===== src/rtl/imem_loader_pkg.sv =====
// Shared definitions for the instruction-memory loader: FSM encoding and byte-lane ordering.
// The fetch and memory blocks use the same lane order, so this package is the single source for it.
package imem_loader_pkg;

    typedef enum logic [1:0] {
        S_IDLE  = 2'd0,
        S_LOAD  = 2'd1,
        S_WRITE = 2'd2,
        S_DONE  = 2'd3
    } state_t;

    // 1: byte k of the stream lands in bits [8k+7:8k] (little-endian packing)
    localparam bit LANE_LE = 1'b1;

    function automatic int lane_of(input int k, input int bpw);
        return LANE_LE ? k : (bpw - 1 - k);
    endfunction

endpackage


===== src/rtl/imem_byte_packer.sv =====
// Packs a byte stream into WIDTH-bit words: byte counter plus lane-insert register.
// word_full flags the byte that completes the current word; clr restarts packing at lane 0.
module imem_byte_packer
    import imem_loader_pkg::*;
#(
    parameter int WIDTH = 32
) (
    input  logic             clk,
    input  logic             rst_n,
    input  logic             clr,
    input  logic             byte_vld,
    input  logic [7:0]       byte_in,
    output logic             word_full,
    output logic [WIDTH-1:0] word
);
    localparam int BPW = WIDTH / 8;
    localparam int CW  = (BPW > 1) ? $clog2(BPW) : 1;

    logic [CW-1:0] cnt;

    assign word_full = byte_vld && (cnt == CW'(BPW - 1));

    always_ff @(posedge clk or negedge rst_n) begin
        if (!rst_n) begin
            cnt  <= '0;
            word <= '0;
        end else if (clr) begin
            cnt  <= '0;
            word <= '0;
        end else if (byte_vld) begin
            word[8*lane_of(int'(cnt), BPW) +: 8] <= byte_in;
            // explicit wrap keeps non-power-of-two BPW correct
            cnt <= word_full ? '0 : cnt + CW'(1);
        end
    end

endmodule


===== src/rtl/imem_loader.sv =====
// Write-side loader for the instruction store: packs host bytes into words and
// writes them to consecutive word addresses starting at base_addr.
module imem_loader
    import imem_loader_pkg::*;
#(
    parameter int WIDTH  = 32,
    parameter int DEPTH  = 1024,
    parameter int ADDR_W = 10
) (
    input  logic              clk,
    input  logic              rst_n,
    input  logic              start,
    input  logic              abort,
    input  logic [ADDR_W-1:0] base_addr,
    input  logic [ADDR_W:0]   word_count,
    input  logic              in_valid,
    input  logic [7:0]        in_data,
    output logic              in_ready,
    output logic              mem_we,
    output logic [ADDR_W-1:0] mem_addr,
    output logic [WIDTH-1:0]  mem_wdata,
    output logic              busy,
    output logic              done,
    output logic              wrapped
);
    state_t            state, state_n;
    logic [ADDR_W-1:0] cur_addr;
    logic [ADDR_W:0]   remaining;
    logic              accept, start_ok, clr, word_full, at_top;
    logic [WIDTH-1:0]  word;

    assign accept   = in_valid && in_ready && !abort;
    assign start_ok = (state == S_IDLE) && start && !abort;
    assign clr      = abort || start_ok;
    assign at_top   = (cur_addr == ADDR_W'(DEPTH - 1));

    imem_byte_packer #(.WIDTH(WIDTH)) u_packer (
        .clk       (clk),
        .rst_n     (rst_n),
        .clr       (clr),
        .byte_vld  (accept),
        .byte_in   (in_data),
        .word_full (word_full),
        .word      (word)
    );

    always_ff @(posedge clk or negedge rst_n) begin
        if (!rst_n) state <= S_IDLE;
        else        state <= state_n;
    end

    always_comb begin
        state_n = state;
        unique case (state)
            S_IDLE:  if (start_ok) state_n = (word_count == '0) ? S_DONE : S_LOAD;
            S_LOAD:  if (accept && word_full) state_n = S_WRITE;
            S_WRITE: state_n = (remaining == (ADDR_W+1)'(1)) ? S_DONE : S_LOAD;
            S_DONE:  state_n = S_IDLE;
            default: state_n = S_IDLE;
        endcase
        if (abort) state_n = S_IDLE;
    end

    // in_ready follows the next state so a byte is never accepted in the WRITE cycle;
    // the other status outputs report the state just left, gated by abort.
    always_ff @(posedge clk or negedge rst_n) begin
        if (!rst_n) begin
            in_ready  <= 1'b0;
            mem_we    <= 1'b0;
            mem_addr  <= '0;
            mem_wdata <= '0;
            busy      <= 1'b0;
            done      <= 1'b0;
            wrapped   <= 1'b0;
            cur_addr  <= '0;
            remaining <= '0;
        end else begin
            in_ready <= (state_n == S_LOAD);
            busy     <= !abort && ((state == S_LOAD) || (state == S_WRITE));
            done     <= !abort && (state == S_DONE);
            mem_we   <= 1'b0;
            if (start_ok) begin
                cur_addr  <= base_addr;
                remaining <= word_count;
                wrapped   <= 1'b0;
            end
            if ((state == S_WRITE) && !abort) begin
                mem_we    <= 1'b1;
                mem_addr  <= cur_addr;
                mem_wdata <= word;
                remaining <= remaining - (ADDR_W+1)'(1);
                cur_addr  <= at_top ? '0 : cur_addr + ADDR_W'(1);
                if (at_top) wrapped <= 1'b1;
            end
        end
    end

endmodule


===== config.mk =====
export PLATFORM = sky130hd
export DESIGN_NAME = imem_loader
export DESIGN_NICKNAME = d
export VERILOG_FILES = /design/src/rtl/imem_loader_pkg.sv /design/src/rtl/imem_byte_packer.sv /design/src/rtl/imem_loader.sv
export SDC_FILE = /design/constraint.sdc
export NUM_CORES = 1
export LEC_CHECK = 0
export CORE_AREA = 2 2 101 103
export DETAILED_ROUTE_END_ITERATION = 10
export DIE_AREA = 0 0 103 105
export PLACE_DENSITY = 0.74
export SETUP_SLACK_MARGIN = 0.3
export SLEW_MARGIN = 20
export SYNTH_ARGS = -nofsm -noshare
export SYNTH_HDL_FRONTEND = slang
export SYNTH_SLANG_ARGS = --single-unit

===== constraint.sdc =====
create_clock -name clk -period 4.7 [get_ports clk]
set_input_delay 0.47 -clock clk [delete_from_list [all_inputs] [get_ports clk]]
set_output_delay 0.47 -clock clk [all_outputs]
set_load 0.01 [all_outputs]

==> flow_summary_export.csv, run 1 <==
group,metric,value,unit
status,status,"finished clean",
global_route,grtUsageMet3,2.81,%
global_route,antenna_found_initial,0,
setup_path,critPathKind,"primary input to register",
final_layout,layout-drive-gt1-share,6.91,%
global_route,gr-usage-all-layers,21.0,%
synthesis,synthDistinctLibCells,57,
power,p_leak,2.67,nW
synthesis,synth_top_cell_by_area,"dfrtp_1",
final_layout,final_util,60.0,%
global_route,grt_pass1_vias,3709,
synthesis,syn_area,0.00471,sq mm
cts,cts_resized,0,
cts,cts-buffers-inserted,9,
timing,timing.setup.tns,0,ps
timing,finalHoldViolCount,0,
global_route,overflow,0,
worst_hold_path,min_path_type,"primary input to asynchronous set/reset pin",
timing,maxSlewHeadroom,40.5,%
routing,via_count,3763,
power,ir_drop,0.384,mV
cts,path_clk_slew,100,ps
timing,final-setup-viol-count,0,
final_layout,antenna_cells,0,
synthesis,ys_ff_latch,104,
floorplanning,core_area,0.00964,sq mm
setup_path,worstSetupEndpointType,"register",
cts,insertion_delay,360,ps
timing,slew_violations,0,
synthesis,yosys-top-cells-area,"dfrtp_1, nand2_1, a22o_1",
synthesis,avgSynthCellArea,10.0,sq um
setup_path,worstPathRequired,4920,ps
place,gp_congestion,0.853,
power,finalPower,2.52,mW
timing,max_freq,388,MHz
timing,grt_setup_unrepaired,"false",
synthesis,syn_inst,470,
routing,wl_per_cell,15.5,microns
synthesis,synth_ff_type,"dfrtp_1",
cts,h-tree-depth,3,
synthesis,yosysTopAreaCellShare,55.3,%
setup_path,crit_fanout,57,
timing,fin_crit_sh,54.8,%
cts,root_buffer,"clkbuf_8",
global_route,use_met2,32.2,%
place,dp_hpwl,7430,microns
global_route,grt_busiest_layer,"met2",
final_layout,nNetsFinal,591,
cts,cts_sinks,104,
cts,cts_buffer_depth,2,
setup_path,critPathLaunchType,"primary input",
synthesis,yosys_warnings,0,
synthesis,synth_nets,516,
global_route,use_met1,30.7,%
timing,tightestPinTransition,892,ps
power,power_density,435,mW/mm^2
floorplanning,initial_core_util,48.8,%
routing,post-route-drc-count,0,
cts,cts_tree,"yes",
floorplanning,std_cell_rows,36,
floorplanning,ioPinCount,81,
timing,min_period,2580,ps
global_route,grt_max_degree,72,
routing,routed_wl,10600,microns
synthesis,synthArstFlopShare,100,%
routing,viasPerCell,5.51,
floorplanning,die_area,0.0108,sq mm
setup_path,critPathArrivalTime,2800,ps
timing,timing.hold.ws,199,ps
routing,first_pass_iters,5,
routing,postRouteAntennaNets,0,
cts,cts_setup_buffers,0,
job,maxCapViolations,0,
timing,clock_skew,9.28,ps
final_layout,area_growth,22.9,%
cts,cts_hold_buf,0,
global_route,grt_first_pass_wirelength,18200,microns
synthesis,synth_edf_count,0,
floorplanning,chipWidth,103,microns
floorplanning,die_y,105,microns
final_layout,fillers,854,
synthesis,yosysSeqAreaShare,55.3,%
routing,drtIter0Drc,233,
place,port_buffers,80,
## layout make-up
| class | count | area [sq um] | area share, % |
|---|---|---|---|
| clock buffers | 9 | 124 | 2.14 |
| flip-flops and latches | 104 | 2600 | 45.0 |
| clock inverters | 7 | 52.6 | 0.908 |
| repair buffers | 84 | 828 | 14.3 |
| multi-input cells | 335 | 1970 | 34.1 |
| inverters | 11 | 41.3 | 0.713 |
| well taps | 133 | 166 | 2.88 |
## layer usage
| layer | wire (microns) | vias to the layer above | part of all wire, % |
|---|---|---|---|
| met5 | 0 | - | 0 |
| met4 | 167 | 0 | 1.6 |
| met3 | 462 | 16 | 4.4 |
| met2 | 5000 | 113 | 47 |
| met1 | 4960 | 1839 | 47 |
| li1 | - | 1795 | - |
## logic make-up (layout without fill, tap and decap cells)
kind of cell	Yosys count	in the layout	share of synthesized area, %
AND/OR/NAND/NOR	225	225	22.7
flip-flops	104	104	55.3
AO/OA/AOI/OAI	86	86	13.3
buffers and inverters	31	111	2.87
adder cells (fa/ha/maj)	12	12	3.19
multiplexers	9	9	2.05
XOR/XNOR	3	3	0.558
## cell usage in the layout (no fill, tap or decap), types with 2 or more instances in the layout
master,synthesis,routed
mux2_2,4,4
or3_1,2,2
inv_6,0,4
buf_4,0,5
nor4_1,4,4
nor3b_1,3,3
a211oi_1,5,5
nand4_1,4,4
inv_1,11,11
clkbuf_8,0,9
nor2_1,24,24
a22oi_1,12,12
o22ai_1,5,5
nand2_1,144,144
a31o_2,2,2
ha_1,12,12
dfrtp_1,104,104
xor2_1,2,2
a311oi_1,2,2
o311ai_0,2,2
nor3_1,11,11
nand3b_1,2,2
a31oi_1,5,5
o21ai_0,12,12
nor4_4,3,3
nand3_1,8,8
a21oi_1,9,9
clkdlybuf4s50_1,0,79
nor4bb_1,2,2
clkinv_2,0,2
o211ai_1,2,2
mux2i_1,4,4
nor2b_1,4,4
a22o_1,22,22
## critical path: stages
cell and delay (ps):
clkdlybuf4s50_1 890, nand2b_2 250, buf_4 470, nand2_1 320
o311ai_0 210, o211ai_1 170
## stage by stage
step	area (sq um)	worst slack (ps)	cells
floorplan	4710	2870	470
global placement	5610	1870	667
detailed placement	5610	1690	667
CTS	5790	2110	683
global route	5790	1910	683
finish	5790	2120	683
## path summary, 6_finish.rpt
| kind | startpoint | slack (ps) | to | cells past startpoint |
|---|---|---|---|---|
| worst max-delay path | abort | 2120 | remaining[8] | 6 |
| worst max register to register | state[0] | 2210 | cur_addr[0] | 7 |
| worst min-delay path | rst_n | 200 | remaining[2] | 1 |
| min in group clk | mem_addr[7] | 480 | mem_addr[7] | 2 |
| worst min register to register | mem_addr[7] | 480 | mem_addr[7] | 2 |
| max in group asynchronous | rst_n | 3530 | mem_addr[0] | 2 |
## cell usage after synthesis (3+ instances only)
cell type and n:
nand4_1 4, o22ai_1 5, nand3_1 8, nor2_1 24
inv_1 11, mux2i_1 4, o21ai_0 12, a21oi_1 9
nor2b_1 4, a22o_1 22, nor3_1 11, nand2_1 144
mux2_2 4, a22oi_1 12, clkbuf_1 8, nor3b_1 3
dfrtp_1 104, a31oi_1 5, nor4_1 4, nor4_4 3
ha_1 12, buf_2 9, a211oi_1 5
## sequential cells by signal (all words and copies together), names as in the netlist
| signal | count |
|---|---|
| remaining | 11 |
| done | 1 |
| in_ready | 1 |
| wrapped | 1 |
| mem_we | 1 |
| u_packer.cnt | 2 |
| u_packer.word | 32 |
| cur_addr | 10 |
| state | 2 |
| busy | 1 |
| mem_wdata | 32 |
| mem_addr | 10 |
## where the power goes
part           total, mW  switching (mW)  internal, mW
combinational      0.773           0.419         0.354
sequential          1.23           0.176          1.05
clock              0.517           0.318         0.199
total               2.52           0.913          1.60
(Power assumes the default switching activity.)
==> run 2: changes to the inputs <==
Clock period 4.7 ns to 2.7 ns, I/O delays scaled along.
==> flow_summary_export.csv, run 2 (same netlist as run 1, synthesis figures left out) <==
group,metric,value,unit
status,status,"finished with violations",
status,violations,"hold timing",
power,power_density,768,mW/mm^2
power,ir_drop,0.451,mV
timing,slew_violations,0,
cts,cts_resized,0,
global_route,gr-usage-all-layers,21.7,%
global_route,grt_max_degree,65,
setup_path,crit_path_cell_trace,"inv_1 -> ha_1 -> nand2b_2 -> buf_4 -> nand2_1 -> o311ai_0 -> o211ai_1",
final_layout,final_cell_mix,"nand2_1, dfrtp_1, clkdlybuf4s50_1, nor2_1, a22o_1",
setup_path,cp_top_family,"simple AND/OR/NAND/NOR gates",
routing,drtIter0Drc,268,
timing,timing.hold.ws,-1.11,ps
power,combinationalPowerShare,30.6,%
timing,fin_crit_sh,82.8,%
cts,cts_sinks,104,
final_layout,final_cell_count_no_fill,686,
global_route,grt_pass1_vias,3743,
place,place_ws,419,ps
global_route,overflow,0,
final_layout,layout-drive-gt1-share,7.41,%
timing,maxSlewHeadroom,45.1,%
timing,max_freq,447,MHz
timing,timing.setup.tns,0,ps
routing,routed_wl,11000,microns
cts,path_clk_slew,90,ps
setup_path,path_buf_inv,2,
place,port_buffers,80,
job,maxCapViolations,0,
place,post-place-cells,671,
place,gp_congestion,0.890,
routing,viasPerCell,5.47,
final_layout,reg.largest.list,"mem_wdata: 32 flops, u_packer.word: 32 flops, remaining: 11 flops",
cts,cts_tree,"yes",
routing,via_count,3754,
power,clkPwrFrac,21.8,%
cts,cts_setup_buffers,0,
floorplanning,initial_core_util,48.8,%
power,p_int,2.92,mW
timing,grt_setup_unrepaired,"false",
power,p_leak,2.70,nW
timing,tightestPinTransition,824,ps
cts,root_buffer,"clkbuf_8",
cts,cts_hold_buf,0,
final_layout,nNetsFinal,595,
power,p_sw_share,35.0,%
floorplanning,die_area,0.0108,sq mm
setup_path,max_stage_delay,430,ps
timing,setup_ws,464,ps
setup_path,worstSetupEndpointType,"register",
timing,finalHoldViolCount,4,
timing,min_period,2240,ps
cts,cts_buffer_depth,2,
global_route,antenna_found_initial,0,
timing,final-setup-viol-count,0,
floorplanning,chipWidth,103,microns
setup_path,crit_fanout,38,
final_layout,area_growth,24.4,%
floorplanning,std_cell_rows,36,
cts,insertion_delay,360,ps
final_layout,fillers,823,
floorplanning,die_y,105,microns
cts,cts-buffers-inserted,9,
setup_path,critPathArrivalTime,2450,ps
worst_hold_path,min_path_type,"primary input to asynchronous set/reset pin",
power,power_frac_seq,47.5,%
final_layout,layout_commonest_cell,"nand2_1",
setup_path,worstPathRequired,2920,ps
final_layout,antenna_cells,0,
routing,first_pass_iters,4,
setup_path,critPathLaunchType,"register",
setup_path,critPathKind,"register to register",
cts,h-tree-depth,3,
routing,wl_per_cell,16.1,microns
place,dp_hpwl,7860,microns
floorplanning,ioPinCount,81,
setup_path,cpMaxStageDelayCell,"dfrtp_1",
floorplanning,core_area,0.00964,sq mm
routing,postRouteAntennaNets,0,
global_route,grt_first_pass_wirelength,18600,microns
routing,post-route-drc-count,0,
timing,clock_skew,16.3,ps
power,switchingPower,1.57,mW
## run 2: power groups by stage
stage,sequential [mW],combinational (mW),clock [mW]
2_1_floorplan,2.14,0.820,0
6_report,2.14,1.38,0.981
4_1_cts,2.13,1.38,1.00
3_5_place_dp,2.16,1.37,0
3_3_place_gp,2.15,1.32,0
5_1_grt,2.18,1.54,1.07
## run 2: area by class of cell
cell class	instances	area (sq um)	area share, %
tap	133	166	2.84
inverter	11	41.3	0.705
multi-input combinational	335	1970	33.7
timing repair buffer	88	871	14.9
clock inverter	5	63.8	1.09
sequential	104	2600	44.4
clock buffer	10	138	2.35
## run 2: metal layers
layer	routed length [microns]	GRT usage [%]	share of wire [%]
met5	0	0	0
met4	176	7.80	1.6
met3	394	2.41	3.6
met2	5300	34.0	48
met1	5170	31.0	47
## run 2: worst paths after layout
kind | depth (start not counted) | end | slack, ps | from
worst min-delay path | 1 | remaining[3] | -1 | rst_n
worst min register to register | 2 | mem_addr[2] | 480 | mem_addr[2]
worst max register to register | 7 | remaining[8] | 460 | state[0]
min in group clk | 2 | mem_addr[2] | 480 | mem_addr[2]
worst max-delay path | 7 | remaining[8] | 460 | state[0]
max in group asynchronous | 2 | mem_wdata[14] | 2020 | rst_n
## run 2: metrics by stage
step / utilization [%] / hold WS [ps] / total power [mW] / instance area, sq um
4_1_cts: 60.7 / 28.1 / 4.51 / 5860
5_1_grt: 60.7 / 52.5 / 4.79 / 5860
3_5_place_dp: 58.7 / 423 / 3.53 / 5650
6_report: 60.7 / -1.11 / 4.49 / 5860
2_1_floorplan: - / -25.6 / 2.96 / 4710
3_3_place_gp: 58.7 / 415 / 3.47 / 5650
==> RTL edit 1 (settings of run 2) <==
`WIDTH` is set to 32 in 2 places; all go to 64.
--- a/src/rtl/imem_byte_packer.sv
+++ b/src/rtl/imem_byte_packer.sv
@@ -4,5 +4,5 @@
     import imem_loader_pkg::*;
 #(
-    parameter int WIDTH = 32
+    parameter int WIDTH = 64
 ) (
     input  logic             clk,
--- a/src/rtl/imem_loader.sv
+++ b/src/rtl/imem_loader.sv
@@ -4,5 +4,5 @@
     import imem_loader_pkg::*;
 #(
-    parameter int WIDTH  = 32,
+    parameter int WIDTH  = 64,
     parameter int DEPTH  = 1024,
     parameter int ADDR_W = 10
Ports: changed (resized mem_wdata); port bits go from 81 to 113. No check against the original RTL was run, so the function may have changed too.
==> RTL edit 1 against run 2 <==
  * Total power increased by 64%
  * Final area increased by 54%
  * Non-clock buffer count increased by 37
  * Die area unchanged
  * Sequential cell count increased by 65
  * Routed wire length increased by 110%
  * Setup slack got worse by 170 ps
  * Synthesized cell count increased by 52%
  * Sequential power increased by 48%
  * Via count increased by 79%
  * Synthesized area increased by 52%
==> RTL edit 1: results (changes against run 2) <==
| Metric | Value |
|---|---|
| Worst-path clk slew | `70 ps (-20 ps)` |
| Longest Clk Path Bufs | `2 (unchanged)` |
| P_int | `4.89 mW (+68%)` |
| CP max stage cell | `nor2_1` |
| Delay of the slowest cell on the worst path | `480 ps (+50 ps)` |
| Total iterations of the first detailed-routing run | `6 (+2)` |
| Main area contributors after synthesis | `dfrtp_1, nand2_1, a22o_1` |
| Worst-Skew Late Latency | `550 ps (+190 ps)` |
| Number of inserted diodes | `0 (unchanged)` |
| Post-Syn Nets | `759 (+47%)` |
| Pleak | `4.35 nW (+61%)` |
| Setup slack, reg-to-reg | `290 ps (-170 ps)` |
| Worst R2R Path Depth | `6 (-1)` |
| Root buf cell | `clkbuf_8` |
| Share of layout cells above drive strength 1 | `0.0771 (+0.00297)` |
| Post-synth top cells | `nand2_1, dfrtp_1, a22o_1` |
| Top Registers | `mem_wdata x64, u_packer.word x64, remaining x11` |
| Port bufs | `112 (+40%)` |
| Final WL | `23.4 mm (+110%)` |
| Worst EP arrival | `2880 ps (+430 ps)` |
| Synth async-reset ratio | `1.00 (unchanged)` |
| Worst-path fanout max | `9 (-76%)` |
| HP Class | `input pin to async pin` |
| Net count, final | `863 (+45%)` |
| Detailed placer's ending HPWL | `12.3 mm (+56%)` |
| Status | `complete, no violations` |
| Tot GR Track Use | `0.448 (+0.231)` |
| Post-synth EDFFs | `0 (unchanged)` |
| VDD IR max | `0.799 mV (+77%)` |
| First-pass GRT wire length | `36.0 mm (+94%)` |
| Clock Skews | `8.51 ps (-7.83 ps)` |
| Worst slew margin | `0.477 (+0.0261)` |
| RePlAce Congestion | `0.852 (-4.2%)` |
| Post-place setup slack | `210 ps (-208 ps)` |
| Post-Place Cell Area | `8370 sq um (+48%)` |
| Primary FF master, synth | `dfrtp_1` |
| Slew Viols, Final | `0 (unchanged)` |
| Vias | `6719 (+79%)` |
| Critical path type | `register to register` |
| Detailed Route Iter0 Violations | `969 (+260%)` |
| Unique cell type count in the Yosys netlist | `51 (-11%)` |
| CP startpoint | `state[0]` |
| Vias in the first global route | `6614 (+77%)` |
| Largest net degree at the start of global routing | `82 (+26%)` |
| Total number of H-tree levels | `4 (+1)` |
| Final worst slack | `289 ps (-174 ps)` |
| Number of fill cells in the layout | `314 (-62%)` |
| Inserted Clock Buffers | `17 (+8)` |
| Seq/Total Area, Yosys | `0.591 (+0.0383)` |
| Reg2Reg Capture Point | `u_packer.word[15]` |
[RTL edit 1: cell types whose count changed after synthesis, sizes merged, moves of 5 or more]
| cell | delta |
|---|---|
| nand2 | +97 |
| dfrtp | +65 |
| a22o | +28 |
| a21oi | +16 |
| buf | +16 |
| nor2 | +13 |
| a22oi | -8 |
| a221o | +5 |
[RTL edit 1: final cells by class]
cell class	count	area share
multi-input cells	492	0.302
inverters	12	0.00500
clock buffers	22	0.0525
flip-flops and latches	169	0.470
well taps	133	0.0185
clock inverters	10	0.0131
repair buffers	125	0.140
[RTL edit 1: worst min path at each step]
stage                     cells past startpoint          end  slack [ps]
after detailed placement                      1  mem_addr[0]         310
final                                         2  mem_addr[1]         320
after floorplan                               0         busy         -30
after global placement                        1  mem_addr[7]         300
after CTS                                     2  cur_addr[6]         310
after global routing                          2  cur_addr[5]         350
[RTL edit 1: power groups by stage]
stage | logic (mW) | registers (mW) | clock network, mW
final | 1.75 | 3.16 | 2.47
after detailed placement | 1.58 | 3.16 | 0
after global routing | 1.86 | 3.18 | 2.57
after global placement | 1.49 | 3.13 | 0
after CTS | 1.68 | 3.13 | 2.43
after floorplan | 0.943 | 3.13 | 0
[RTL edit 1: per-layer routing]
metal / up-vias / routed length (um) / track usage
met5: - / 0 / 0
met4: 0 / 1850 / 0.241
met3: 234 / 2960 / 0.145
met2: 684 / 10800 / 0.676
met1: 3160 / 7840 / 0.574
li1: 2641 / - / -
[RTL edit 1: cell families (layout without fill, tap and decap cells)]
family | count (synthesis) | in the layout | share of synthesized area
flops | 169 | 169 | 0.591
fa+ha+maj | 12 | 12 | 0.0210
simple gates | 352 | 352 | 0.215
compound gates | 119 | 119 | 0.127
mux | 9 | 9 | 0.0128
buf+inv | 52 | 169 | 0.0329
[RTL edit 1: through the flow]
step,total power [mW],utilization,std cells
finish,7.38,0.935,963
global route,7.61,0.935,963
CTS,7.23,0.933,962
detailed placement,4.73,0.868,928
global placement,4.62,0.868,928
floorplan,4.07,-,713
[RTL edit 1: worst register-to-register path, cell delays in order, from the launching register on]
cell,delay (ps)
dfrtp_1,470
inv_1,110
ha_1,320
a21oi_1,470
nand2_1,250
nor2_1,480
a22o_1,240
[RTL edit 1: timing repair]
| action | 4_1_cts | 5_1_grt |
|---|---|---|
| setup buffers | 1 | 1 |
| hold buffers | 1 | 0 |
| endpoints found under the hold margin | 65 | 0 |
| setup endpoints to repair | 34 | 12 |
| gates resized for setup | 6 | 3 |
| pin swaps | 0 | 1 |
==> RTL edit 2 (config.mk and constraints of run 2) <==
Without the edit above. Reset style: synchronous (`rst_n`), changed in 3 clocked blocks.
--- a/src/rtl/imem_byte_packer.sv
+++ b/src/rtl/imem_byte_packer.sv
@@ -21,5 +21,5 @@
     assign word_full = byte_vld && (cnt == CW'(BPW - 1));
 
-    always_ff @(posedge clk or negedge rst_n) begin
+    always_ff @(posedge clk) begin
         if (!rst_n) begin
             cnt  <= '0;
--- a/src/rtl/imem_loader.sv
+++ b/src/rtl/imem_loader.sv
@@ -45,5 +45,5 @@
     );
 
-    always_ff @(posedge clk or negedge rst_n) begin
+    always_ff @(posedge clk) begin
         if (!rst_n) state <= S_IDLE;
         else        state <= state_n;
@@ -64,5 +64,5 @@
     // in_ready follows the next state so a byte is never accepted in the WRITE cycle;
     // the other status outputs report the state just left, gated by abort.
-    always_ff @(posedge clk or negedge rst_n) begin
+    always_ff @(posedge clk) begin
         if (!rst_n) begin
             in_ready  <= 1'b0;
Formal check against the unedited RTL: differs if rst_n is asserted again (counterexample within 4 cycles, from zero or initial values and one cycle with rst_n low); with rst_n held inactive, the same outputs for 10 cycles.
==> RTL edit 2 against run 2 <==
  * Routed wire length fell by 2.5%
  * Synthesized area fell by 4.1%
  * Final area fell by 5.2%
  * Via count rose by 4.2%
  * Setup slack improved by 230 ps
  * First-iteration DRC count fell by 37%
  * Sequential cell count did not move
  * Sequential share of layout area fell by 6.9 points
  * Count of clock-buffer cells in the layout did not move
  * Critical path type unchanged
  * Global-route usage fell by 0.97 points
Power is not compared: it rests on default switching activity, and its combinational part moved more than twofold at a synthesized area within 25%.
==> RTL edit 2: results (changes against run 2) <==
| Metric | Value |
|---|---|
| Seq/Total Area, Yosys | `0.461 (-0.0916)` |
| Setup slack, reg-to-reg | `700 ps (+230 ps)` |
| Detailed placer's ending HPWL | `7.67 mm (-2.3%)` |
| Inserted Clock Buffers | `9 (unchanged)` |
| Port bufs | `80 (unchanged)` |
| Worst-path fanout max | `8 (-79%)` |
| First-pass GRT wire length | `18.0 mm (-3.1%)` |
| CP startpoint | `u_packer.cnt[0]` |
| Largest net degree at the start of global routing | `41 (-37%)` |
| Post-place setup slack | `466 ps (+47.0 ps)` |
| Clock Skews | `11.6 ps (-4.73 ps)` |
| Complex-gate fraction of the synthesized area | `0.189 (+0.0559)` |
| Post-synth top cells | `nand2_1, dfxtp_1, a21oi_1` |
| Tot GR Track Use | `0.207 (-0.00973)` |
| RePlAce Congestion | `0.874 (-1.8%)` |
| Post-Synth XOR/XNOR Area | `0.00970 (+0.00412)` |
| HP Class | `register to register` |
| Hold endpoint | `mem_wdata[18]` |
| Worst EP arrival | `2310 ps (-140 ps)` |
| Status | `complete, no violations` |
| Post-Place Cell Area | `5360 sq um (-5.3%)` |
| Routed length per instance | `14.7 um (-8.5%)` |
| Reg2Reg Capture Point | `u_packer.word[12]` |
| Longest Clk Path Bufs | `2 (unchanged)` |
| Worst-path clk slew | `110 ps (+20 ps)` |
| Post-Syn Nets | `573 (+11%)` |
| Delay of the slowest cell on the worst path | `500 ps (+70 ps)` |
| Dpl cells | `715 (+6.6%)` |
| Detailed Route Iter0 Violations | `170 (-37%)` |
| Unique cell type count in the Yosys netlist | `63 (+11%)` |
| Avg Inst Size Synth | `8.57 sq um (-14%)` |
| Post-route clock period utilization | `0.743 (-0.0857)` |
| Mux cell area share after synthesis | `0.00249 (-0.0180)` |
| Net count, final | `639 (+7.4%)` |
| Vias in the first global route | `3845 (+2.7%)` |
| CP max stage cell | `nor3b_2` |
| Vias/cell | `5.35 (-2.2%)` |
| Slew of the pin with the lowest slew margin | `741 ps (-83.1 ps)` |
| Synth async-reset ratio | `0 (-1.00)` |
| Final WL | `10.8 mm (-2.5%)` |
| Worst R2R Path Depth | `5 (-2)` |
| Adder and majority gate portion of the synthesized area | `0.0333 (+0.00137)` |
| Main area contributors after synthesis | `dfxtp_1, nand2_1, a21oi_1` |
| CP endpoint | `u_packer.word[12]` |
| Fin Hold WS | `453 ps (+454 ps)` |
| Share of layout cells above drive strength 1 | `0.0769 (+0.00278)` |
[RTL edit 2: power by group]
group	total, mW	switching, mW	leakage (nW)	internal (mW)
registers	1.59	0.0310	0.841	1.56
logic	0.229	0.124	0.887	0.105
clock network	0.950	0.566	0.101	0.384
[RTL edit 2: layout make-up]
class	instances	area, sq um
multi-input cells	382	2220
repair buffers	87	853
clock buffers	10	138
flip-flops and latches	104	2080
clock inverters	6	57.6
well taps	133	166
inverters	9	33.8
fillers	896	4090
[RTL edit 2: metal layers]
layer / track usage / vias to the layer above / wire length [um]
met5: 0 / - / 0
met1: 0.288 / 1836 / 5060
li1: - / 1971 / -
met4: 0.0742 / 0 / 110
met2: 0.322 / 97 / 5070
met3: 0.0328 / 7 / 526
[RTL edit 2: worst max-delay path, delay by kind of cell, from the launching register on]
kind / cells / cell delay [ps]
and+or+nand+nor: 2 / 670
DFF: 1 / 460
adders and majority gates: 1 / 460
buffers and inverters: 1 / 200
AOI/OAI and AO/OA: 1 / 160
